**src/rtl/reset_sequencer.sv**
```systemverilog
// -----------------------------------------------------------------------------
// reset_sequencer
//   Qualifies an asynchronous PLL lock indication and sequences the core and
//   pixel resets. The lock input is synchronized. It must then stay high for
//   STABLE_CYCLES consecutive cycles before the core reset is released. The
//   pixel reset is released PIXEL_DELAY cycles after the core reset. If lock is
//   lost after the core reset has been released, both resets are reasserted and
//   a sticky lock_lost flag is set.
//
// Parameters
//   SYNC_STAGES   : synchronizer depth on pll_locked (2..4)
//   STABLE_CYCLES : consecutive locked cycles needed before core release (2..65535)
//   PIXEL_DELAY   : cycles from core release to pixel release (1..255)
//
// Ports
//   clk_core    in   core clock, the only clock of the block
//   rst_n       in   synchronous active-low reset
//   pll_locked  in   raw PLL lock, asynchronous to clk_core
//   status_clr  in   single-cycle pulse that clears lock_lost
//   core_rst_n  out  active-low reset for core/SRAM logic
//   pixel_rst_n out  active-low reset for pixel/TMDS logic
//   sys_ready   out  high only while running
//   lock_lost   out  sticky flag, set on loss of lock after core release
//   loss_count  out  saturating count of lock-loss events
//
// Build option
//   RESET_SEQ_LOSS_CNT_EN : when defined, loss_count is a saturating 8-bit
//                           counter; otherwise loss_count is tied to zero.
// -----------------------------------------------------------------------------
module reset_sequencer #(
  parameter int unsigned SYNC_STAGES   = 2,
  parameter int unsigned STABLE_CYCLES = 1024,
  parameter int unsigned PIXEL_DELAY   = 16
) (
  input  logic       clk_core,
  input  logic       rst_n,
  input  logic       pll_locked,
  input  logic       status_clr,
  output logic       core_rst_n,
  output logic       pixel_rst_n,
  output logic       sys_ready,
  output logic       lock_lost,
  output logic [7:0] loss_count
);

  localparam int unsigned STAB_W = (STABLE_CYCLES > 1) ? $clog2(STABLE_CYCLES) : 1;
  localparam int unsigned DLY_W  = (PIXEL_DELAY > 1) ? $clog2(PIXEL_DELAY) : 1;

  localparam logic [STAB_W-1:0] STAB_LAST = STAB_W'(STABLE_CYCLES - 1);
  localparam logic [DLY_W-1:0]  DLY_LAST  = DLY_W'(PIXEL_DELAY - 1);

  localparam logic [1:0] ST_WAIT_LOCK = 2'd0;
  localparam logic [1:0] ST_STABLE    = 2'd1;
  localparam logic [1:0] ST_CORE_UP   = 2'd2;
  localparam logic [1:0] ST_RUN       = 2'd3;

  logic [SYNC_STAGES-1:0] sync_q, sync_d;
  logic                   lock_s;

  logic [1:0]        state_q, state_d;
  logic [STAB_W-1:0] stab_cnt_q, stab_cnt_d;
  logic [DLY_W-1:0]  dly_cnt_q, dly_cnt_d;

  logic core_rst_n_q, core_rst_n_d;
  logic pixel_rst_n_q, pixel_rst_n_d;
  logic sys_ready_q, sys_ready_d;
  logic lock_lost_q, lock_lost_d;
  logic loss_evt;

  // Lock synchronizer: only the last stage is used downstream.
  assign sync_d = {sync_q[SYNC_STAGES-2:0], pll_locked};
  assign lock_s = sync_q[SYNC_STAGES-1];

  // Next state, counters and registered output values.
  always_comb begin
    state_d    = state_q;
    stab_cnt_d = stab_cnt_q;
    dly_cnt_d  = dly_cnt_q;
    loss_evt   = 1'b0;

    case (state_q)
      ST_WAIT_LOCK: begin
        if (lock_s) begin
          state_d    = ST_STABLE;
          stab_cnt_d = '0;
        end
      end
      ST_STABLE: begin
        // A drop here is still qualification: restart silently, no loss event.
        if (!lock_s) begin
          state_d    = ST_WAIT_LOCK;
          stab_cnt_d = '0;
        end else if (stab_cnt_q == STAB_LAST) begin
          state_d   = ST_CORE_UP;
          dly_cnt_d = '0;
        end else begin
          stab_cnt_d = stab_cnt_q + STAB_W'(1);
        end
      end
      ST_CORE_UP: begin
        if (!lock_s) begin
          state_d   = ST_WAIT_LOCK;
          dly_cnt_d = '0;
          loss_evt  = 1'b1;
        end else if (dly_cnt_q == DLY_LAST) begin
          state_d = ST_RUN;
        end else begin
          dly_cnt_d = dly_cnt_q + DLY_W'(1);
        end
      end
      ST_RUN: begin
        if (!lock_s) begin
          state_d   = ST_WAIT_LOCK;
          dly_cnt_d = '0;
          loss_evt  = 1'b1;
        end
      end
      default: begin
        state_d = ST_WAIT_LOCK;
      end
    endcase

    // Outputs are decoded from the next state so that they change on the
    // same edge as the state transition.
    core_rst_n_d  = (state_d == ST_CORE_UP) || (state_d == ST_RUN);
    pixel_rst_n_d = (state_d == ST_RUN);
    sys_ready_d   = (state_d == ST_RUN);

    // A loss event wins over a coincident clear.
    lock_lost_d = lock_lost_q;
    if (loss_evt) begin
      lock_lost_d = 1'b1;
    end else if (status_clr) begin
      lock_lost_d = 1'b0;
    end
  end

  // State, counter, synchronizer and output registers.
  always_ff @(posedge clk_core) begin
    if (!rst_n) begin
      sync_q        <= '0;
      state_q       <= ST_WAIT_LOCK;
      stab_cnt_q    <= '0;
      dly_cnt_q     <= '0;
      core_rst_n_q  <= 1'b0;
      pixel_rst_n_q <= 1'b0;
      sys_ready_q   <= 1'b0;
      lock_lost_q   <= 1'b0;
    end else begin
      sync_q        <= sync_d;
      state_q       <= state_d;
      stab_cnt_q    <= stab_cnt_d;
      dly_cnt_q     <= dly_cnt_d;
      core_rst_n_q  <= core_rst_n_d;
      pixel_rst_n_q <= pixel_rst_n_d;
      sys_ready_q   <= sys_ready_d;
      lock_lost_q   <= lock_lost_d;
    end
  end

  assign core_rst_n  = core_rst_n_q;
  assign pixel_rst_n = pixel_rst_n_q;
  assign sys_ready   = sys_ready_q;
  assign lock_lost   = lock_lost_q;

`ifdef RESET_SEQ_LOSS_CNT_EN
  logic [7:0] loss_cnt_q, loss_cnt_d;

  // Saturating loss counter; status_clr intentionally does not touch it.
  always_comb begin
    loss_cnt_d = loss_cnt_q;
    if (loss_evt && (loss_cnt_q != 8'hFF)) begin
      loss_cnt_d = loss_cnt_q + 8'd1;
    end
  end

  always_ff @(posedge clk_core) begin
    if (!rst_n) begin
      loss_cnt_q <= 8'd0;
    end else begin
      loss_cnt_q <= loss_cnt_d;
    end
  end

  assign loss_count = loss_cnt_q;
`else
  assign loss_count = 8'd0;
`endif

endmodule

```
**config.mk**
```make
export PLATFORM = sky130hd
export DESIGN_NAME = reset_sequencer
export DESIGN_NICKNAME = d
export VERILOG_FILES = /design/src/rtl/reset_sequencer.sv
export SDC_FILE = /design/constraint.sdc
export NUM_CORES = 1
export LEC_CHECK = 0
export CAP_MARGIN = 0
export CORE_ASPECT_RATIO = 0.6
export CORE_MARGIN = 2
export CORE_UTILIZATION = 30
export CTS_CLUSTER_DIAMETER = 80
export DETAILED_ROUTE_END_ITERATION = 6
export PLACE_DENSITY = 0.58
export SYNTH_ARGS = -nofsm -noshare
export SYNTH_HDL_FRONTEND = slang
export SYNTH_SLANG_ARGS = --single-unit
export TNS_END_PERCENT = 30
```
**constraint.sdc**
```tcl
create_clock -name clk_core -period 4.5 [get_ports clk_core]
set_input_delay 0.45 -clock clk_core [delete_from_list [all_inputs] [get_ports clk_core]]
set_output_delay 0.45 -clock clk_core [all_outputs]
set_load 0.03 [all_outputs]
```
==> results.yml <==
run_status:
  status: "completed"
routing:
  drt_iter0_drc: 70
  wl_per_cell_um: 12.8
  routed_wl_um: 2130
  dr.pass1.iters: 4
  final_antenna_net_count: 0
  drc_errors: 0
  via_per_inst: 5.06
  vias: 845
grt:
  grtUsageTotal: 0.119
  grt.met1_usage: 0.179
  gr-total-overflow: 0
  use_met2: 0.161
  grt_max_degree: 19
  first_global_vias: 751
  antenna_found_initial: 0
  met3_usage: 0.0440
  busiest_layer: "met1"
  grt_first_pass_wirelength_um: 3640
clock_network:
  cts_buffers: 3
  cts_resized: 0
  cts.clk_slew.worst_paths_ns: 0.08
  cts_hold_buf: 0
  cts_sinks: 20
  cts_buffer_depth: 2
  clk_latency_ns: 0.26
  htreeDepth: 1
  clk_root_buffer_cell: "clkbuf_8"
  cts_tree: "done"
  post_cts_buffers: 0
floorplanning:
  die-area_sq_um: 4010
  num_io_pins: 16
  die_y_um: 49.9
  core_sq_um: 3300
  die_w_um: 80.5
  initial_utilization: 0.319
  row_count: 16
setup_path:
  start_kind: "input port"
  critPathMaxFanout: 18
  crit_type: "input port to flip-flop"
  crit_arrival_ns: 2.20
  required_ns: 4.71
  cp-end-kind: "flip-flop"
  reg2reg_slack_ns: 2.74
synthesis:
  netlist_top_cells_area: "dfxtp_1 (38%), buf_4 (6.4%), a31oi_1 (4.8%)"
  yosysWarnings: 0
  synth.distinct_cells: 39
  synthFlopType: "dfxtp_1"
  netlist_area_sq_um: 1050
  ys_seq_elements: 20
  synth.yosys.seq_area_share: 0.380
  synth_area_leader_cell: "dfxtp_1"
  synth-edff-count: 0
  yosysTopAreaCellShare: 0.380
  syn-instance-count: 118
  ys_async_sr_fraction: 0
  syn_area_per_cell_sq_um: 8.92
final_layout:
  finalNetCount: 129
  area_growth_pct: 13.0
  num-fill-cells: 336
  diodes: 0
  most-common-layout-cells: "dfxtp_1 (20), nand2_1 (9), a31oi_1 (8), conb_1 (8)"
  drive_gt1_frac: 0.139
  final_common_cell: "dfxtp_1"
power:
  intPower_mw: 0.301
  clockPowerShare: 0.475
  sequentialPowerShare: 0.471
  power_switching_mw: 0.0797
  comb_power_share: 0.054
  leakage_nw: 0.427
  peakVddDrop_v: 0.000129
  p_sw_frac: 0.209
  p_per_area_nw_per_um2: 320
timing:
  finalHoldViolations: 0
  clock_skew_ns: 0.00157
  drv_slew: 0
  setup_slack_ns: 2.52
  fmax_ghz: 0.504
  tightest_slew_ns: 0.592
  tns_ns: 0
  setup_viol: 0
  grt_setup_unrepaired: "false"
  slew_headroom: 0.604
  fin_crit_sh: 0.441
  fin_crit_ns: 1.98
place:
  gp_congestion: 0.764
  place_ws_ns: 2.24
  portBuffers: 7
  dp_hpwl_um: 1520
flow_run:
  max_cap_viol_count: 0
worst_hold_path:
  holdCritPathClass: "flip-flop to flip-flop"
## cell families after synthesis
family / after synthesis / synth area share
AO/OA/AOI/OAI: 34 / 0.225
AND/OR/NAND/NOR: 40 / 0.240
adder cells (fa/ha/maj): 2 / 0.0238
multiplexers: 3 / 0.0297
other: 1 / 0.00356
buffers and inverters: 18 / 0.0975
flip-flops: 20 / 0.380
## power by group through the flow
stage          combinational (mW)  clock, mW  sequential, mW
2_1_floorplan              0.0221          0           0.183
3_3_place_gp               0.0201          0           0.183
3_5_place_dp               0.0204          0           0.183
4_1_cts                    0.0204      0.188           0.179
5_1_grt                    0.0222      0.199           0.180
6_report                   0.0206      0.181           0.179
## routing by layer
layer / share of wire / up-vias
met5: 0 / -
met2: 0.38 / 26
li1: - / 438
met3: 0.057 / 0
met4: 0 / 0
met1: 0.57 / 381
## area by class of cell
| cell class | instances | area [sq um] | share of cell area |
|---|---|---|---|
| Clock buffer | 3 | 41.3 | 0.0347 |
| Clock inverter | 1 | 30.0 | 0.0253 |
| Inverter | 4 | 15.0 | 0.0126 |
| Multi-Input combinational cell | 87 | 576 | 0.484 |
| Sequential cell | 20 | 400 | 0.337 |
| Tap cell | 45 | 56.3 | 0.0474 |
| Timing Repair Buffer | 7 | 70.1 | 0.0589 |
## sequential cells by signal, indices dropped and copies added, names as in the netlist
| signal | cells |
|---|---|
| stab_cnt_q | 10 |
| dly_cnt_q | 4 |
| sync_q | 2 |
| core_rst_n | 1 |
| lock_lost | 1 |
| state_q | 1 |
| sys_ready | 1 |
## per-stage QoR
| step | instance area (sq um) | cells | util | power (mW) | hold slack (ns) |
|---|---|---|---|---|---|
| 2_1_floorplan | 1080 | 125 | - | 0.205 | 0.412 |
| 3_3_place_gp | 1120 | 163 | 0.338 | 0.204 | 0.418 |
| 3_5_place_dp | 1120 | 163 | 0.338 | 0.204 | 0.429 |
| 4_1_cts | 1190 | 167 | 0.360 | 0.387 | 0.451 |
| 5_1_grt | 1190 | 167 | 0.360 | 0.401 | 0.470 |
| 6_report | 1190 | 167 | 0.360 | 0.381 | 0.442 |
## synthesized netlist by cell type, types with 2 or more instances
| cell | count |
|---|---|
| a211oi_1 | 3 |
| a21oi_1 | 4 |
| a31o_2 | 4 |
| a31oi_1 | 8 |
| and2_1 | 2 |
| buf_4 | 9 |
| clkbuf_1 | 4 |
| dfxtp_1 | 20 |
| ha_1 | 2 |
| inv_1 | 3 |
| mux2i_1 | 2 |
| nand2_1 | 9 |
| nand2b_1 | 2 |
| nand3_1 | 6 |
| nor2_1 | 3 |
| nor3_1 | 5 |
| nor4_1 | 3 |
| o21a_1 | 2 |
| o21ai_0 | 7 |
## worst paths after layout
kind              endpoint           from  depth (start not counted)
max          stab_cnt_q[0]          rst_n                          4
min              sync_q[1]      sync_q[0]                          1
max reg2reg   dly_cnt_q[1]  stab_cnt_q[0]                          5
min reg2reg      sync_q[1]      sync_q[0]                          1
## worst max-delay path, stage by stage
cell and delay [ns]:
clkdlybuf4s50_1 0.85, clkinv_1 0.42, nor4_1 0.34, a31o_2 0.14
No activity file was read; power rests on OpenSTA's default activity.
